<file path="src/rtl/ex_mem_stage_reg.sv">
// EX->MEM pipeline boundary register with a valid/ready handshake, 2-entry skid buffer and flush.
// Optional stall counter: define EX_MEM_STALL_CNT_EN to add the stall_cnt port.
module ex_mem_stage_reg #(
    parameter int                DATA_W    = 32,
    parameter int                REG_AW    = 5,
    parameter logic [DATA_W-1:0] NOP_INSTR = 32'h00000000
) (
    input  logic              clk,
    input  logic              rst,
    input  logic              flush,
    input  logic              in_valid,
    output logic              in_ready,
    input  logic [DATA_W-1:0] in_instr,
    input  logic [DATA_W-1:0] in_alu_out,
    input  logic [DATA_W-1:0] in_alu_src_b,
    input  logic [REG_AW-1:0] in_write_dst,
    input  logic [DATA_W-1:0] in_b_reg,
    output logic              out_valid,
    input  logic              out_ready,
    output logic [DATA_W-1:0] out_instr,
    output logic [DATA_W-1:0] out_alu_out,
    output logic [DATA_W-1:0] out_alu_src_b,
    output logic [REG_AW-1:0] out_write_dst,
    output logic [DATA_W-1:0] out_b_reg
`ifdef EX_MEM_STALL_CNT_EN
    ,
    output logic [31:0]       stall_cnt
`endif
);

    // state | meaning
    // EMPTY | main and skid invalid
    // ONE   | main valid (drives outputs), skid invalid
    // FULL  | main and skid valid, in_ready low
    typedef enum logic [1:0] {
        EMPTY = 2'd0,
        ONE   = 2'd1,
        FULL  = 2'd2
    } state_t;

    typedef struct packed {
        logic [DATA_W-1:0] instr;
        logic [DATA_W-1:0] alu_out;
        logic [DATA_W-1:0] alu_src_b;
        logic [REG_AW-1:0] write_dst;
        logic [DATA_W-1:0] b_reg;
    } beat_t;

    state_t state_q, state_d;
    beat_t  main_q, main_d;
    beat_t  skid_q, skid_d;
    beat_t  in_beat;
    logic   accept;
    logic   drain;

    assign in_beat   = '{instr: in_instr, alu_out: in_alu_out, alu_src_b: in_alu_src_b,
                         write_dst: in_write_dst, b_reg: in_b_reg};
    assign in_ready  = (state_q != FULL);
    assign out_valid = (state_q != EMPTY);
    assign accept    = in_valid && in_ready;
    assign drain     = out_valid && out_ready;

    always_comb begin
        state_d = state_q;
        main_d  = main_q;
        skid_d  = skid_q;
        // Flush wins over everything; a drain in this cycle has already been seen by MEM.
        if (flush) begin
            state_d = EMPTY;
        end else begin
            case (state_q)
                EMPTY: begin
                    if (accept) begin
                        main_d  = in_beat;
                        state_d = ONE;
                    end
                end
                ONE: begin
                    if (accept && drain) begin
                        main_d = in_beat;
                    end else if (accept) begin
                        skid_d  = in_beat;
                        state_d = FULL;
                    end else if (drain) begin
                        state_d = EMPTY;
                    end
                end
                FULL: begin
                    if (drain) begin
                        main_d  = skid_q;
                        state_d = ONE;
                    end
                end
                default: state_d = EMPTY;
            endcase
        end
    end

`ifdef EX_MEM_STALL_CNT_EN
    logic [31:0] stall_cnt_q;
    assign stall_cnt = stall_cnt_q;
`endif

    always_ff @(posedge clk or negedge rst) begin
        if (!rst) begin
            state_q <= EMPTY;
            main_q  <= '0;
            skid_q  <= '0;
`ifdef EX_MEM_STALL_CNT_EN
            stall_cnt_q <= '0;
`endif
        end else begin
            state_q <= state_d;
            main_q  <= main_d;
            skid_q  <= skid_d;
`ifdef EX_MEM_STALL_CNT_EN
            if (out_valid && !out_ready) begin
                stall_cnt_q <= stall_cnt_q + 32'd1;
            end
`endif
        end
    end

    // Bubbles must never look like a register write downstream.
    assign out_instr     = out_valid ? main_q.instr : NOP_INSTR;
    assign out_write_dst = out_valid ? main_q.write_dst : '0;
    assign out_alu_out   = main_q.alu_out;
    assign out_alu_src_b = main_q.alu_src_b;
    assign out_b_reg     = main_q.b_reg;

endmodule

</file>
<file path="config.mk">
export PLATFORM = sky130hd
export DESIGN_NAME = ex_mem_stage_reg
export DESIGN_NICKNAME = d
export VERILOG_FILES = /design/src/rtl/ex_mem_stage_reg.sv
export SDC_FILE = /design/constraint.sdc
export NUM_CORES = 1
export LEC_CHECK = 0
export ABC_CLOCK_PERIOD_IN_PS = 2190
export BUFFER_PORTS_ARGS = -buffer_cell sky130_fd_sc_hd__buf_2
export CAP_MARGIN = 20
export CORE_ASPECT_RATIO = 0.6
export CORE_MARGIN = 2
export CORE_UTILIZATION = 55
export CTS_CLUSTER_SIZE = 20
export DETAILED_ROUTE_END_ITERATION = 6
export GPL_TIMING_DRIVEN = 0
export PLACE_DENSITY_LB_ADDON = 0.12
export SLEW_MARGIN = 20
export SYNTH_ARGS = -nofsm -noshare
export SYNTH_HDL_FRONTEND = slang
export SYNTH_SLANG_ARGS = --single-unit
</file>
<file path="constraint.sdc">
create_clock -name clk -period 2.19 [get_ports clk]
set_input_delay 0.219 -clock clk [delete_from_list [all_inputs] [get_ports clk]]
set_output_delay 0.219 -clock clk [all_outputs]
set_load 0.01 [all_outputs]
</file>
==> results of run 1 <==
## final cells by class
type	count	area, µm²	share of cell area, %
Tap cell	308	385	2.30
Buffer	143	1090	6.49
Multi-Input combinational cell	451	4830	28.8
Clock buffer	39	801	4.78
Antenna cell	2	5.00	0.0299
Inverter	2	7.51	0.0448
Clock inverter	9	101	0.605
Timing Repair Buffer	413	2830	16.9
Sequential cell	268	6710	40.0
## path summary, 6_finish.rpt
path                       startpoint               to  slack [ps]  cells past startpoint
setup / recovery           state_q[1]  out_alu_out[14]         130                      6
hold / removal               in_valid       state_q[0]          80                      4
setup reg to reg           state_q[1]  out_alu_out[14]         130                      6
hold reg to reg            skid_q[98]       skid_q[98]         480                      1
max in group asynchronous         rst       skid_q[25]        1000                      4
min in group asynchronous         rst       skid_q[83]         140                      2
## worst max-delay path, delay by kind of cell (launching register included)
kind / cells / cell delay [ps]
AO/OA/AOI/OAI: 1 / 280
multiplexers: 1 / 360
AND/OR/NAND/NOR: 2 / 320
buffers and inverters: 2 / 540
flip-flops: 1 / 440
## cell families after synthesis
kind of cell / after synthesis
simple gates: 47
buf+inv: 145
compound gates: 5
flops: 268
mux: 399
## metrics by stage
stage	setup TNS [ps]	total power, µW	area (µm²)	hold WS, ps
detailed placement	-5760	9910	14400	104
global placement	-1083700	9740	14400	440
CTS	0	14800	16700	70.4
global route	0	15500	16800	108
floorplan	0	8770	12600	-76.6
finish	0	14800	16800	84.7
## cells in the final DEF (no fill, tap or decap), types with 2 or more instances in the layout
master,count
sky130_fd_sc_hd__buf_6,17
sky130_fd_sc_hd__buf_16,3
sky130_fd_sc_hd__mux2_2,268
sky130_fd_sc_hd__bufinv_16,2
sky130_fd_sc_hd__mux2_1,131
sky130_fd_sc_hd__clkinv_2,5
sky130_fd_sc_hd__buf_4,104
sky130_fd_sc_hd__nand2_1,2
sky130_fd_sc_hd__nor2_1,2
sky130_fd_sc_hd__clkbuf_1,4
sky130_fd_sc_hd__clkbuf_8,8
sky130_fd_sc_hd__nor2b_1,38
sky130_fd_sc_hd__clkbuf_4,3
sky130_fd_sc_hd__clkbuf_16,27
sky130_fd_sc_hd__diode_2,2
sky130_fd_sc_hd__dlygate4sd3_1,137
sky130_fd_sc_hd__buf_2,290
sky130_fd_sc_hd__dfrtp_1,268
sky130_fd_sc_hd__a21oi_1,2
## per-layer routing
layer | wire [µm] | vias to the layer above | track usage (%)
li1 | - | 3823 | -
met1 | 13400 | 4021 | 33.6
met2 | 13300 | 176 | 39.7
met3 | 1750 | 30 | 6.53
met4 | 434 | 0 | 4.63
met5 | 0 | - | 0
## where the power goes
group / internal (µW) / switching, µW / leakage [µW] / total [µW]
combinational: 2050 / 1270 / 0.00415 / 3320
clock: 2760 / 1930 / 0.000447 / 4690
sequential: 6160 / 588 / 0.00322 / 6750
## repair_timing
action,4_1_cts,5_1_grt
resized for setup,6,7
hold endpoints to repair,340,0
gates cloned,0,0
pin swaps,0,0
buffers inserted,0,1
hold buffers,137,0
setup endpoints to repair,90,148
==> key figures, run 1 <==
Yosys
  – Post-synthesis adder-cell area fraction: 0%
  – Per-instance average area after synthesis: 14.6 µm²
  – Count of synthesis-stage warnings from yosys: 0
  – Flop and latch count out of synthesis: 268
  – Dominant cells by area after synthesis: sky130_fd_sc_hd__dfrtp_1 53%, sky130_fd_sc_hd__mux2_2 24%, sky130_fd_sc_hd__mux2_1 12%
  – Seq/Total Area, Yosys: 53.2%
  – Dominant synthesized flop cell: sky130_fd_sc_hd__dfrtp_1
  – Simple-gate share of the synthesized area: 2.32%
  – Multiplexer fraction of the synthesized cell area: 35.6%
  – Total nets after synthesis: 1002
  – Proportion of synthesized flip-flops having asynchronous set or reset: 100%
  – Share of the synthesized area in the top cell type: 53.2%
  – Number of enable flip-flop cells after synthesis: 0
  – Synthesized-area fraction occupied by ao, oa, aoi and oai cells: 0.278%
  – Library cell occupying the most area in the post-synthesis netlist: sky130_fd_sc_hd__dfrtp_1
  – Combined area of all synthesized cells: 12600 µm²
  – Parity-gate share of the synthesized area counting xor and xnor cells: 0%
  – Number of distinct library cells after synthesis: 21
  – Top cells by count, synth: 268 x sky130_fd_sc_hd__dfrtp_1, 268 x sky130_fd_sc_hd__mux2_2, 131 x sky130_fd_sc_hd__mux2_1
  – Post-synthesis cell count: 864
  – Largest family of logic cells by synthesized area: multiplexers

STA
  – Count of final hold-check violations: 0
  – Slew Limit Headroom: 69.1%
  – Worst Max-Slew Pin Slew: 463 ps
  – Smallest setup slack after layout: 125 ps
  – Final count of negative-setup-slack endpoints: 0
  – Maximum clock frequency: 484 MHz
  – Time the final worst path needs with I/O delays and setup: 2060 ps
  – Number of max-slew violations in the final report: 0
  – Clk_skew: 12.5 ps
  – Setup repair after global routing missed its margin: false
  – Ratio of final minimum period to clock period: 94.3%

Detailed routing
  – Vias per std cell: 4.92
  – First-pass iteration count of the detailed router: 6
  – Detailed-route wire length per cell: 17.7 µm
  – DRC Markers: 0
  – Remaining antenna violation count after routing: 0
  – DR iter-0 viols: 322
  – Final Routed Wirelength: 28900 µm
  – Count of vias placed by the detailed router: 8050

GRT
  – Via count of the first global-routing pass: 8598
  – Initial antenna violation count: 2
  – Pin count of the biggest net entering global routing: 89
  – Overflow after GRT: 0
  – Global-route total usage across every layer: 24.5%
  – First-pass GRT wire length: 46200 µm

Final layout
  – Share of layout cells above drive strength 1: 55.5%
  – Layout net count: 1443
  – Max reg flops: 133
  – Final instance count without filler cells: 1635
  – Fill cell count: 1459
  – Regs by FF count: skid_q (133), main_q (37)
  – Synth-to-layout area growth: 32.9%
  – Largest reg by FF count: skid_q
  – Core Util, Final: 75.2%

Setup path
  – Critical path class: reg2reg
  – Cell with the biggest individual delay on the critical path: sky130_fd_sc_hd__dfrtp_1
  – Dominant cell type by count on the critical path: sky130_fd_sc_hd__buf_4
  – Arrival time of the worst setup path: 2490 ps
  – Required @ worst endpoint: 2620 ps
  – CP max FO: 10
  – Capturing element type of the critical path: flop
  – List of cells traversed by the critical path: nor2b_2 -> nand2_1 -> a21oi_4 -> buf_4 -> buf_4 -> mux2_2
  – Startpoint type of the worst setup path: flop
  – Longest individual stage delay on the worst path: 440 ps

Placed design
  – Gp weighted congestion: 0.743
  – Placed wire-length estimate after detailed placement: 19200 µm
  – Placed cell count: 1447
  – Number of buffer cells added on primary ports: 272
  – Pre-CTS WS: -102 ps

Min path
  – Worst hold-check path type: in2reg

Die
  – I/O pin cnt: 273
  – Floorplan core area: 22300 µm²
  – Starting Density: 56.6%
  – Die footprint: 24200 µm²
  – Die Ht: 121 µm
  – Die width: 199 µm
  – Rows: 42

Clock tree
  – # H-tree levels: 1
  – Buffer cell driving the clock tree root: sky130_fd_sc_hd__clkbuf_16
  – Clk_lat worst skew: 540 ps
  – Clock transition at path regs: 70 ps
  – CTS tree: done
  – Number of clock buffers inserted by TritonCTS: 26
  – Clock tree sinks: 268
  – Maximum clock path buffer count: 3

Flow run
  – Number of max-capacitance violations reported: 0

Power
  – Maximum vdd ir drop: 0.849 mV
  – Cell area power density: 881 nW/µm²
  – Leakage power: 0.00782 µW

Outcome
  – Run status: finished clean
(Power assumes the default switching activity.)
==> inputs of run 2 (changes only) <==
--- a/config.mk
+++ b/config.mk
@@ -11,6 +11,7 @@
 export CORE_ASPECT_RATIO = 0.6
 export CORE_MARGIN = 2
 export CORE_UTILIZATION = 55
+export CTS_BUF_LIST = sky130_fd_sc_hd__clkbuf_2
 export CTS_CLUSTER_SIZE = 20
 export DETAILED_ROUTE_END_ITERATION = 6
 export GPL_TIMING_DRIVEN = 0
==> run 2 against run 1 <==
Against the previous run: total power is 11% lower; first-iteration DRC count down 4.7%; via count is 4.0% higher; largest cell class unchanged; critical path type is now reg2out; register-to-register slack better by 20 ps.
==> key figures, run 2 (synthesis results as in run 1) <==
Outcome
  – Run status: finished clean

Setup path
  – Endpoint of the worst setup timing path: out_instr[7]
  – Destination of the worst register-to-register timing path: out_b_reg[10]
  – R2R cell count: 7
  – Critical Path Start: state_q[1]
  – Count of buffer and inverter cells on the critical path: 3
  – Kind of cell adding the most delay to the critical path: flip-flops
  – Crit path depth: 5
  – Arrival time of the worst setup path: 1960 ps
  – List of cells traversed by the critical path: nor2_4 -> buf_8 -> clkbuf_16 -> nor2b_1 -> buf_2
  – Critical path class: reg2out
  – CP max FO: 6
  – Startpoint type of the worst setup path: flop
  – Capturing element type of the critical path: output pin
  – Beginning of the worst register-to-register path: state_q[0]
  – Required @ worst endpoint: 1970 ps
  – Cell with the biggest individual delay on the critical path: sky130_fd_sc_hd__dfrtp_2
  – Setup slack, reg-to-reg: 150 ps
  – Longest individual stage delay on the worst path: 450 ps

Power
  – Cell area power density: 784 nW/µm²
  – Sequential fraction of design power: 51.4%
  – Design internal power: 9270 µW
  – Sw frac: 29.2%
  – Maximum vdd ir drop: 0.501 mV
  – Leakage power: 0.00793 µW
  – Power Total: 13100 µW
  – Comb power frac: 26.1%
  – Net switching component of the power: 3830 µW
  – Fraction of power consumed by the clock network: 22.5%

STA
  – Time the final worst path needs with I/O delays and setup: 2180 ps
  – Clk_skew: 29.7 ps
  – Ratio of final minimum period to clock period: 99.6%
  – Worst Max-Slew Pin Slew: 495 ps
  – Slew Limit Headroom: 67.0%
  – Final TNS setup: 0 ps
  – Setup repair after global routing missed its margin: true
  – Count of final hold-check violations: 0
  – Maximum clock frequency: 459 MHz
  – Final count of negative-setup-slack endpoints: 0
  – Number of max-slew violations in the final report: 0
  – Worst hold margin: 96.0 ps

Die
  – Die width: 199 µm
  – I/O pin cnt: 273
  – Floorplan core area: 22300 µm²
  – Starting Density: 56.6%
  – Die Ht: 121 µm
  – Die footprint: 24200 µm²
  – Rows: 42

Detailed routing
  – DRC Markers: 0
  – First-pass iteration count of the detailed router: 4
  – Detailed-route wire length per cell: 17.4 µm
  – Final Routed Wirelength: 29700 µm
  – Remaining antenna violation count after routing: 0
  – Count of vias placed by the detailed router: 8372
  – Vias per std cell: 4.89
  – DR iter-0 viols: 307

Clock tree
  – Buffer cell driving the clock tree root: sky130_fd_sc_hd__clkbuf_2
  – CTS tree: done
  – Clk_lat worst skew: 900 ps
  – Number of clock buffers inserted by TritonCTS: 60
  – Clock transition at path regs: 110 ps
  – Clock tree sinks: 268
  – Maximum clock path buffer count: 3
  – # H-tree levels: 2

GRT
  – Met1 track utilization from global routing: 32.9%
  – Overflow after GRT: 0
  – Via count of the first global-routing pass: 9204
  – Initial antenna violation count: 3
  – Pin count of the biggest net entering global routing: 89
  – Met2 track demand over resource in global routing: 40.4%
  – Global-route total usage across every layer: 25.2%
  – Most used routing layer in global routing: met2
  – M3 GR Usage: 7.73%
  – First-pass GRT wire length: 47200 µm

Placed design
  – Placed wire-length estimate after detailed placement: 19200 µm
  – Number of buffer cells added on primary ports: 272
  – Gp weighted congestion: 0.743

Final layout
  – Core Util, Final: 75.0%
  – Largest reg by FF count: skid_q
  – Regs by FF count: skid_q (133), main_q (37)
  – Share of layout cells above drive strength 1: 57.5%
  – Most used cells in the layout excluding fill and tap cells: 285 x sky130_fd_sc_hd__buf_2, 268 x sky130_fd_sc_hd__mux2_2, 266 x sky130_fd_sc_hd__dfrtp_1
  – Most common cell after layout, fill and taps aside: sky130_fd_sc_hd__buf_2
  – Max reg flops: 133
  – Synth-to-layout area growth: 32.6%
  – Layout net count: 1503

Min path
  – Worst hold-check path type: in2reg

Flow run
  – Number of max-capacitance violations reported: 0
-- run 2: cell types whose count changed in the layout (fill, tap and decap cells not counted), moves of 5 or more --
cell / change
sky130_fd_sc_hd__nor2b_2: +10
sky130_fd_sc_hd__buf_2: -5
sky130_fd_sc_hd__clkinv_1: +12
sky130_fd_sc_hd__clkbuf_16: -25
sky130_fd_sc_hd__buf_4: +11
sky130_fd_sc_hd__dlygate4sd3_1: +12
sky130_fd_sc_hd__buf_6: +5
sky130_fd_sc_hd__clkbuf_2: +81
sky130_fd_sc_hd__clkbuf_8: -7
sky130_fd_sc_hd__nor2b_1: -12
-- run 2: power by group through the flow --
stage / registers, µW / clock network, µW / logic, µW
finish: 6740 / 2940 / 3420
global route: 6890 / 3300 / 3710
CTS: 6710 / 3030 / 3390
detailed placement: 6800 / 0 / 3110
global placement: 6730 / 0 / 3010
floorplan: 6620 / 0 / 2150
-- run 2: worst reg2reg max path, delay by kind of cell, from the launching register on --
kind	cells	cell delay (ps)
multiplexers	1	370
buffers and inverters	3	590
AND/OR/NAND/NOR	2	300
AO/OA/AOI/OAI	1	190
flip-flops	1	460
-- run 2: area by class of cell --
| class | instances | area, µm² |
|---|---|---|
| Sequential cell | 268 | 6710 |
| Tap cell | 308 | 385 |
| Buffer | 142 | 1140 |
| Inverter | 2 | 10.0 |
| Multi-Input combinational cell | 451 | 4880 |
| Clock buffer | 82 | 410 |
| Timing Repair Buffer | 440 | 3120 |
| Fill cell | 1499 | 5570 |
| Antenna cell | 3 | 7.51 |
| Clock inverter | 15 | 57.6 |
-- run 2: routing by layer --
metal,routed length (µm),part of all wire (%)
met3,1950,6.5
met5,0,0
met1,13500,45
met4,577,1.9
met2,13700,46
-- run 2: worst min-delay path by stage --
stage                                 from             end  cells after the start
final                     in_alu_src_b[25]      skid_q[62]                      3
after global routing        in_alu_out[22]      skid_q[91]                      3
after CTS                   in_alu_out[10]      skid_q[79]                      3
after detailed placement               rst  out_alu_out[8]                      1
after global placement           out_ready      state_q[1]                      2
after floorplan                        rst     main_q[101]                      0
-- run 2: what timing repair did --
action / 4_1_cts / 5_1_grt
endpoints found under the setup margin: 116 / 166
hold endpoints to repair: 536 / 0
pin swaps: 0 / 1
hold buffers: 150 / 0
setup buffers: 5 / 8
gates cloned: 1 / 1
resized for setup: 25 / 20
-- run 2: per-stage QoR --
step                area [µm²]  instances  setup WS, ps
global placement         14400       1444         -4080
finish                   16700       1711          9.63
global route             16700       1711          -147
CTS                      16600       1700          -153
floorplan                12600        864           514
detailed placement       14400       1447          -102
